**config.mk**
```make
export PLATFORM = sky130hd
export DESIGN_NAME = id_stage_scoreboard
export DESIGN_NICKNAME = d
export VERILOG_FILES = /design/src/rtl/id_stage_scoreboard.sv
export SDC_FILE = /design/constraint.sdc
export NUM_CORES = 2
export LEC_CHECK = 0
export CORE_ASPECT_RATIO = 0.6
export CORE_MARGIN = 5
export CORE_UTILIZATION = 66
export DETAILED_ROUTE_END_ITERATION = 10
export GPL_ROUTABILITY_DRIVEN = 0
export PLACE_DENSITY = 0.87
export SETUP_SLACK_MARGIN = 0.2
export SYNTH_ARGS = -nofsm -noshare
export SYNTH_HDL_FRONTEND = slang
export SYNTH_SLANG_ARGS = --single-unit
```
**constraint.sdc**
```tcl
create_clock -name i_clk -period 104.7 [get_ports i_clk]
set_input_delay 20.94 -clock i_clk [delete_from_list [all_inputs] [get_ports i_clk]]
set_output_delay 20.94 -clock i_clk [all_outputs]
set_load 0.02 [all_outputs]
```
**src/rtl/id_stage_scoreboard.sv**
```systemverilog
// Instruction-decode stage: register file with write-through bypass, load-use scoreboard
// covering LOAD_LAT cycles of load latency, ID/EX pipeline register and a stall counter.
module id_stage_scoreboard #(
    parameter int LEN         = 32,
    parameter int NB_ADDR     = 5,
    parameter int NB_CTRL_EX  = 6,
    parameter int NB_CTRL_M   = 9,
    parameter int NB_CTRL_WB  = 2,
    parameter int MEMREAD_BIT = 1,
    parameter int LOAD_LAT    = 1,
    parameter int NB_CNT      = 16
) (
    input  logic                  i_clk,
    input  logic                  i_rst,
    input  logic                  i_valid,
    input  logic [LEN-1:0]        i_PC,
    input  logic [LEN-1:0]        i_instruction,
    input  logic [NB_CTRL_EX-1:0] i_ctrl_ex,
    input  logic [NB_CTRL_M-1:0]  i_ctrl_mem,
    input  logic [NB_CTRL_WB-1:0] i_ctrl_wb,
    input  logic                  i_uses_rs,
    input  logic                  i_uses_rt,
    input  logic [NB_ADDR-1:0]    i_dest_reg,
    input  logic                  i_flush,
    input  logic                  i_RegWrite,
    input  logic [NB_ADDR-1:0]    i_write_reg,
    input  logic [LEN-1:0]        i_write_data,
    output logic                  o_stall,
    output logic                  o_valid_ex,
    output logic [LEN-1:0]        o_PC,
    output logic [LEN-1:0]        o_read_data_1,
    output logic [LEN-1:0]        o_read_data_2,
    output logic [LEN-1:0]        o_imm_ext,
    output logic [NB_ADDR-1:0]    o_rs,
    output logic [NB_ADDR-1:0]    o_rt,
    output logic [NB_ADDR-1:0]    o_rd,
    output logic [NB_CTRL_EX-1:0] o_ctrl_ex_bus,
    output logic [NB_CTRL_M-1:0]  o_ctrl_mem_bus,
    output logic [NB_CTRL_WB-1:0] o_ctrl_wb_bus,
    output logic [NB_CNT-1:0]     o_stall_count
);
    localparam int NREG = 2 ** NB_ADDR;

    function automatic logic [NB_CNT-1:0] sat_inc(input logic [NB_CNT-1:0] cnt);
        return (&cnt) ? cnt : cnt + NB_CNT'(1);
    endfunction

    function automatic logic signed [LEN-1:0] sign_ext16(input logic signed [15:0] v);
        return LEN'(v);
    endfunction

    // ---- stage p0: decode, register read, hazard detection ----
    logic [NB_ADDR-1:0]    rs_p0, rt_p0;
    logic signed [15:0]    imm_p0;
    logic signed [LEN-1:0] imm_ext_p0;
    logic [LEN-1:0]        rd1_p0, rd2_p0;
    logic                  ld_p0, issue_p0, rs_hit_p0, rt_hit_p0;
    logic                  unused_opcode;

    logic [LEN-1:0]        regs [NREG];
    logic [LOAD_LAT-1:0]   sb_v;
    logic [NB_ADDR-1:0]    sb_reg [LOAD_LAT];

    assign rs_p0         = NB_ADDR'(i_instruction[25:21]);
    assign rt_p0         = NB_ADDR'(i_instruction[20:16]);
    assign imm_p0        = i_instruction[15:0];
    assign imm_ext_p0    = sign_ext16(imm_p0);
    assign ld_p0         = i_ctrl_mem[MEMREAD_BIT];
    assign unused_opcode = ^i_instruction[31:26];

    always_comb begin
        rd1_p0 = '0;
        rd2_p0 = '0;
        if (rs_p0 != '0)
            rd1_p0 = (i_RegWrite && i_write_reg == rs_p0) ? i_write_data : regs[rs_p0];
        if (rt_p0 != '0)
            rd2_p0 = (i_RegWrite && i_write_reg == rt_p0) ? i_write_data : regs[rt_p0];
    end

    always_comb begin
        rs_hit_p0 = 1'b0;
        rt_hit_p0 = 1'b0;
        for (int k = 0; k < LOAD_LAT; k++) begin
            if (sb_v[k] && sb_reg[k] == rs_p0) rs_hit_p0 = 1'b1;
            if (sb_v[k] && sb_reg[k] == rt_p0) rt_hit_p0 = 1'b1;
        end
    end

    // Flush wins over stall: a killed instruction must never hold the front end.
    assign o_stall  = i_valid & ~i_flush &
                      ((i_uses_rs & (rs_p0 != '0) & rs_hit_p0) |
                       (i_uses_rt & (rt_p0 != '0) & rt_hit_p0));
    assign issue_p0 = i_valid & ~i_flush & ~o_stall;

    always_ff @(posedge i_clk or posedge i_rst) begin
        if (i_rst) begin
            for (int i = 0; i < NREG; i++) regs[i] <= '0;
        end else if (i_RegWrite && i_write_reg != '0) begin
            regs[i_write_reg] <= i_write_data;
        end
    end

    // Entry k holds a load issued k+1 cycles ago; shifting continues through stalls.
    always_ff @(posedge i_clk or posedge i_rst) begin
        if (i_rst) begin
            sb_v <= '0;
            for (int k = 0; k < LOAD_LAT; k++) sb_reg[k] <= '0;
        end else begin
            for (int k = 1; k < LOAD_LAT; k++) begin
                sb_v[k]   <= sb_v[k-1];
                sb_reg[k] <= sb_reg[k-1];
            end
            if (issue_p0 && ld_p0 && i_dest_reg != '0) begin
                sb_v[0]   <= 1'b1;
                sb_reg[0] <= i_dest_reg;
            end else begin
                sb_v[0]   <= 1'b0;
                sb_reg[0] <= '0;
            end
        end
    end

    always_ff @(posedge i_clk or posedge i_rst) begin
        if (i_rst)        o_stall_count <= '0;
        else if (o_stall) o_stall_count <= sat_inc(o_stall_count);
    end

    // ---- stage p1: ID/EX register ----
    logic                  vld_p1;
    logic [LEN-1:0]        pc_p1, rd1_p1, rd2_p1;
    logic signed [LEN-1:0] imm_p1;
    logic [NB_ADDR-1:0]    rs_p1, rt_p1, rd_p1;
    logic [NB_CTRL_EX-1:0] ctrl_ex_p1;
    logic [NB_CTRL_M-1:0]  ctrl_mem_p1;
    logic [NB_CTRL_WB-1:0] ctrl_wb_p1;

    always_ff @(posedge i_clk or posedge i_rst) begin
        if (i_rst) begin
            vld_p1      <= 1'b0;
            pc_p1       <= '0;
            rd1_p1      <= '0;
            rd2_p1      <= '0;
            imm_p1      <= '0;
            rs_p1       <= '0;
            rt_p1       <= '0;
            rd_p1       <= '0;
            ctrl_ex_p1  <= '0;
            ctrl_mem_p1 <= '0;
            ctrl_wb_p1  <= '0;
        end else if (issue_p0) begin
            vld_p1      <= 1'b1;
            pc_p1       <= i_PC;
            rd1_p1      <= rd1_p0;
            rd2_p1      <= rd2_p0;
            imm_p1      <= imm_ext_p0;
            rs_p1       <= rs_p0;
            rt_p1       <= rt_p0;
            rd_p1       <= i_dest_reg;
            ctrl_ex_p1  <= i_ctrl_ex;
            ctrl_mem_p1 <= i_ctrl_mem;
            ctrl_wb_p1  <= i_ctrl_wb;
        end else begin
            vld_p1      <= 1'b0;
            pc_p1       <= '0;
            rd1_p1      <= '0;
            rd2_p1      <= '0;
            imm_p1      <= '0;
            rs_p1       <= '0;
            rt_p1       <= '0;
            rd_p1       <= '0;
            ctrl_ex_p1  <= '0;
            ctrl_mem_p1 <= '0;
            ctrl_wb_p1  <= '0;
        end
    end

    assign o_valid_ex     = vld_p1;
    assign o_PC           = pc_p1;
    assign o_read_data_1  = rd1_p1;
    assign o_read_data_2  = rd2_p1;
    assign o_imm_ext      = imm_p1;
    assign o_rs           = rs_p1;
    assign o_rt           = rt_p1;
    assign o_rd           = rd_p1;
    assign o_ctrl_ex_bus  = ctrl_ex_p1;
    assign o_ctrl_mem_bus = ctrl_mem_p1;
    assign o_ctrl_wb_bus  = ctrl_wb_p1;

endmodule

```
[After elaboration in Yosys (flattened, before gate mapping)]
Cells that the tools add are included.
Word-level totals
  register bits: 1207
Cells by class
  $add $sub $neg: 1
  order comparisons: 4
  equality and inequality tests: 4
  mux-type cells: 28
  bitwise logic cells: 14
  reduce and logical (&&, ||, !) cells: 14
Operators by type and width (count)
  1024-bit bitwise mux: 1
  32-bit 2-to-1 mux: 13
  32-bit binary-select mux with 5-bit select: 2
  32-bit demux with 5-bit select: 1
  5-bit == test: 4
  5-bit 2-to-1 mux: 4
  5-bit nonzero test: 4
  6-bit >= comparator (second input constant): 3
  5-bit NOT with 6-bit output: 3
  16-bit by 1-bit adder with 16-bit output (second input constant): 1
  16-bit AND reduction: 1
  9-bit 2-to-1 mux: 1
  1-bit logical AND: 8
  1-bit AND: 7
  6-bit by 1-bit less-than comparator with 1-bit output (second input constant): 1
  6-bit 2-to-1 mux: 1
  1-bit 2-to-1 mux: 4
  1-bit NOT: 3
  2-bit 2-to-1 mux: 1
  2-bit AND reduction: 1
  1-bit OR: 1

[Logic depth before layout (Yosys ltp)]
  depth after elaboration: 11
  mapped depth: 11
  depth with buffers taken out: 7

[Least setup slack after synthesis]
Ideal clock, no wire load.
  kind: input port to output port
  start: in i_instruction[22]
  end: out o_stall
  arrival time: 22.177 ns
  required time: 83.760 ns
  path slack: 61.583 ns
  cell stages on the path: 5
  buffers on the path: 1
  path through: buf_2 > or4_4 > o211ai_1 > o22ai_1 > and3_1
Between the ends
  longest elaborated chain between the ends: 6
  elaborated cells on any way between the ends: 8
  classes of those cells: 1 x eq/ne; 1 x mux; 4 x bitwise; 2 x reduce/logical
Ends and longest elaborated chain
  from (decl): RTL line 17  | input logic [LEN-1:0] i_instruction,
  5-bit == test: RTL line 84  | if (sb_v[k] && sb_reg[k] == rs_p0) rs_hit_p0 = 1'b1;
  1-bit logical AND: RTL line 84
  1-bit 2-to-1 mux: RTL line 84
  1-bit AND (*): RTL line 91  | ((i_uses_rs & (rs_p0 != '0) & rs_hit_p0) |
  1-bit OR (*): RTL line 91
  1-bit AND (*): RTL line 90  | assign o_stall = i_valid & ~i_flush &
  to (decl): RTL line 28  | output logic o_stall,
Mark *: on every way between the ends. The rest lies on a longest branch, timed or not.

[Final worst setup path]
Same ends and word-level chain as after synthesis.

==> summary.txt <==
Cells and area
  • Most frequent cells in the layout: dfrtp_1, mux2_2, mux4_2
  • Final core occ: 74.0%
  • Register area: 29800 sq um
  • Layout cell share with drive strength beyond 1: 41.0%
  • Fin nets: 4342
  • Footprint of the multi-input gates: 28700 sq um
  • Commonest non-fill, non-tap cell in the layout: dfrtp_1
  • Fillers: 5496
  • Fin area: 67600 sq um
  • Final Non-Filler Cells: 5542
  • Syn-to-layout area delta: 11.7%
  • Most flops, register: regs
  • Max reg flops: 1024

Timing
  • Achievable frequency: 22.0 MHz
  • Part of the cycle the worst path needs: 43.3%
  • Slew headroom: 6.21%
  • TNS Setup: 0 ps
  • Final clock skew: 32.3 ps
  • Unrepaired setup endpoints after global routing: false
  • Hold Fails Final Rpt: 0
  • Crit path time final: 45390 ps
  • Final setup viols: 0
  • Final Max Tran Viols: 0
  • Worst slew pin tran: 1400 ps

Worst setup path
  • Critical path type: input port to output pin
  • Slowest-stage cell, CP: o22ai_1
  • CP endpoint kind: output pin
  • CP cell instances: buf_8 > buf_4 > or4_4 > o211ai_1 > o22ai_1 > and3_1 > clkdlybuf4s50_1
  • Max incr delay on CP: 910 ps
  • R2r startpoint: sb_reg[1]$_DFF_PP0_
  • Startpoint types: input port
  • CP Data Required Time: 83760 ps
  • Critical path peak fanout: 87
  • CP Launch Point: i_instruction[22]
  • Worst EP arrival: 24450 ps

GRT
  • Number of global-route vias before repair: 41700
  • GR Util All Layers: 37.6%
  • Initial antenna violation count: 12
  • Pin count of the biggest net entering global routing: 183
  • Total grt overflow: 0
  • First-pass GRT wire length: 275 mm

Run status
  • Outcome: complete, no violations

CTS
  • Setup bufs post-CTS: 0
  • Worst-Skew Late Latency: 740 ps
  • Root buffer cell: clkbuf_16
  • Num CTS Buffers: 108
  • CTS tree: done
  • Sink Count: 1191
  • Hold Buf Count CTS: 0
  • CTS resizes: 0
  • Clk buf depth: 3
  • H-tree lvl count: 3
  • Clock slew at the register clock pins of the worst setup and hold paths: 70 ps

Place
  • Post-DP HPWL: 107 mm
  • Dpl cell area: 63800 sq um
  • Placed cell count: 5333
  • Port Buffer Count: 301

Yosys
  • Leading area contributor after synthesis: dfrtp_1
  • Top cells by area, synth: dfrtp_1, mux2_2, mux4_2
  • Mean post-synth cell area: 14.5 sq um
  • Simple-gate share of the synthesized area: 3.92%
  • Seq/Total Area, Yosys: 49.3%
  • Multiplexer share of the synthesized area: 38.5%
  • Unique masters post-synth: 57
  • Post-Synthesis Cell Area: 60500 sq um
  • Synth top area share: 49.3%
  • Post-Synth Adder-Cell Area: 0.0207%
  • Synth Area in XOR/XNOR: 0.507%
  • Syn Nets: 4307
  • Post-synth EDFFs: 0
  • Primary FF master, synth: dfrtp_1
  • Synthesized instance count: 4176
  • Post-synthesis sequential element count: 1191
  • Largest family of logic cells by synthesized area: multiplexers
  • Async set-reset flop share out of synthesis: 100%
  • Compound-gate portion of the synthesized area: 4.19%
  • Warnings from Yosys: 0

Power
  • Leak: 0.0295 uW
  • Sw Pwr: 344 uW
  • Cell Pwr Density: 18.6 nW/um^2
  • Reg power frac: 47.7%
  • Peak supply drop: 13.8 uV
  • Tot Pwr: 1260 uW
  • Clock share of power: 33.1%
  • P_int: 915 uW
  • Gate power share: 19.2%
  • Net Sw Frac: 27.3%

Drt
  • Vias/cell: 7.35
  • Routed len/inst: 33.4 um
  • Detail Route Antenna Nets: 0
  • Initial DRC Count: 5392
  • Residual DRC: 0
  • First-pass iteration count of the detailed router: 5
  • Final WL: 185 mm
  • Via count: 40700

Floorplanning
  • Die footprint: 98000 sq um
  • I/O pins: 308
  • Initial Util: 66.2%
  • Core area: 91400 sq um
  • Chip height: 245 um
  • Die Wd: 401 um
  • Rows: 86

Job
  • Max Cap Viol: 0

Worst hold path
  • Hold_sp: regs[1006]$_DFFE_PP0P_
  • Hold Path Class: flip-flop to flip-flop
## metal layers
| layer | GRT usage (%) | routed length (um) | vias to the layer above | part of all wire [%] |
|---|---|---|---|---|
| li1 | - | - | 15900 | - |
| met2 | 53.9 | 80700 | 3002 | 44 |
| met3 | 13.0 | 24500 | 683 | 13 |
| met4 | 18.5 | 10800 | 10 | 5.8 |
| met5 | 0.146 | 62 | - | 0.034 |
| met1 | 52.0 | 68900 | 21200 | 37 |
## cell type report
| class | instances | area share, % |
|---|---|---|
| multi-input combinational | 2514 | 42.5 |
| clock inverter | 44 | 0.739 |
| sequential | 1191 | 44.1 |
| antenna | 6 | 0.0222 |
| tap | 1232 | 2.28 |
| inverter | 5 | 0.0389 |
| timing repair buffer | 391 | 5.54 |
| clock buffer | 159 | 4.75 |
## worst max-delay path, delay by kind of cell
family                 cells  cell delay, ps
AO/OA/AOI/OAI              2             990
AND/OR/NAND/NOR            2             600
buffers and inverters      3            1890
## synthesized netlist by cell type (4+ instances only)
master and number:
dfrtp_1 1191, mux2_2 1006, mux4_2 431, clkbuf_1 234, mux2i_1 224, buf_2 120
nand2_1 101, nor2_1 83, and2_1 82, a22oi_1 81, a21oi_1 62, nor2b_1 62
a211oi_1 61, buf_1 52, o22ai_1 51, buf_4 49, nor3_1 33, nor4_1 31
o21ai_0 24, xor2_1 20, xnor2_1 15, o221ai_1 14, a22o_1 13, o211ai_1 13
a211o_1 12, or4_1 12, and3_1 11, buf_6 11, a221oi_1 8, a221o_1 7
nand3_1 7, o21ai_1 7, nand4_1 6, inv_1 5, nand2b_1 4, nand3b_1 4
nor3b_1 4
## path summary, 6_finish.rpt
| check | to | slack, ps | cells after the start |
|---|---|---|---|
| worst max-delay path | o_stall | 59310 | 7 |
| worst min-delay path | regs[1006]$_DFFE_PP0P_ | 400 | 0 |
| worst max register to register | o_read_data_2[21]$_DFF_PP0_ | 100950 | 8 |
| worst min register to register | regs[1006]$_DFFE_PP0P_ | 400 | 0 |
| max in group asynchronous | o_stall_count[8]$_DFFE_PP0P_ | 79290 | 7 |
| min in group asynchronous | o_PC[27]$_DFF_PP0_ | 20780 | 2 |
## kinds of logic after synthesis
| family | Yosys count |
|---|---|
| DFF | 1191 |
| muxes | 1661 |
| xor gates and xnor gates | 35 |
| and+or+nand+nor | 453 |
| buffers and inverters | 471 |
| adders and majority gates | 1 |
| AOI/OAI and AO/OA | 364 |
## metrics by stage
stage          setup WS (ps)  hold WS, ps
4_1_cts                59320          398
2_1_floorplan          50210          441
6_report               59310          398
3_5_place_dp           59320          382
5_1_grt                59090          406
3_3_place_gp           59380          376
## power groups by stage
stage	logic (uW)	clock network, uW	registers [uW]
5_1_grt	258	439	607
3_3_place_gp	228	0	595
4_1_cts	240	420	596
2_1_floorplan	185	0	587
3_5_place_dp	237	0	603
6_report	241	417	600
Note: power is estimated with default switching activity, not from simulation.
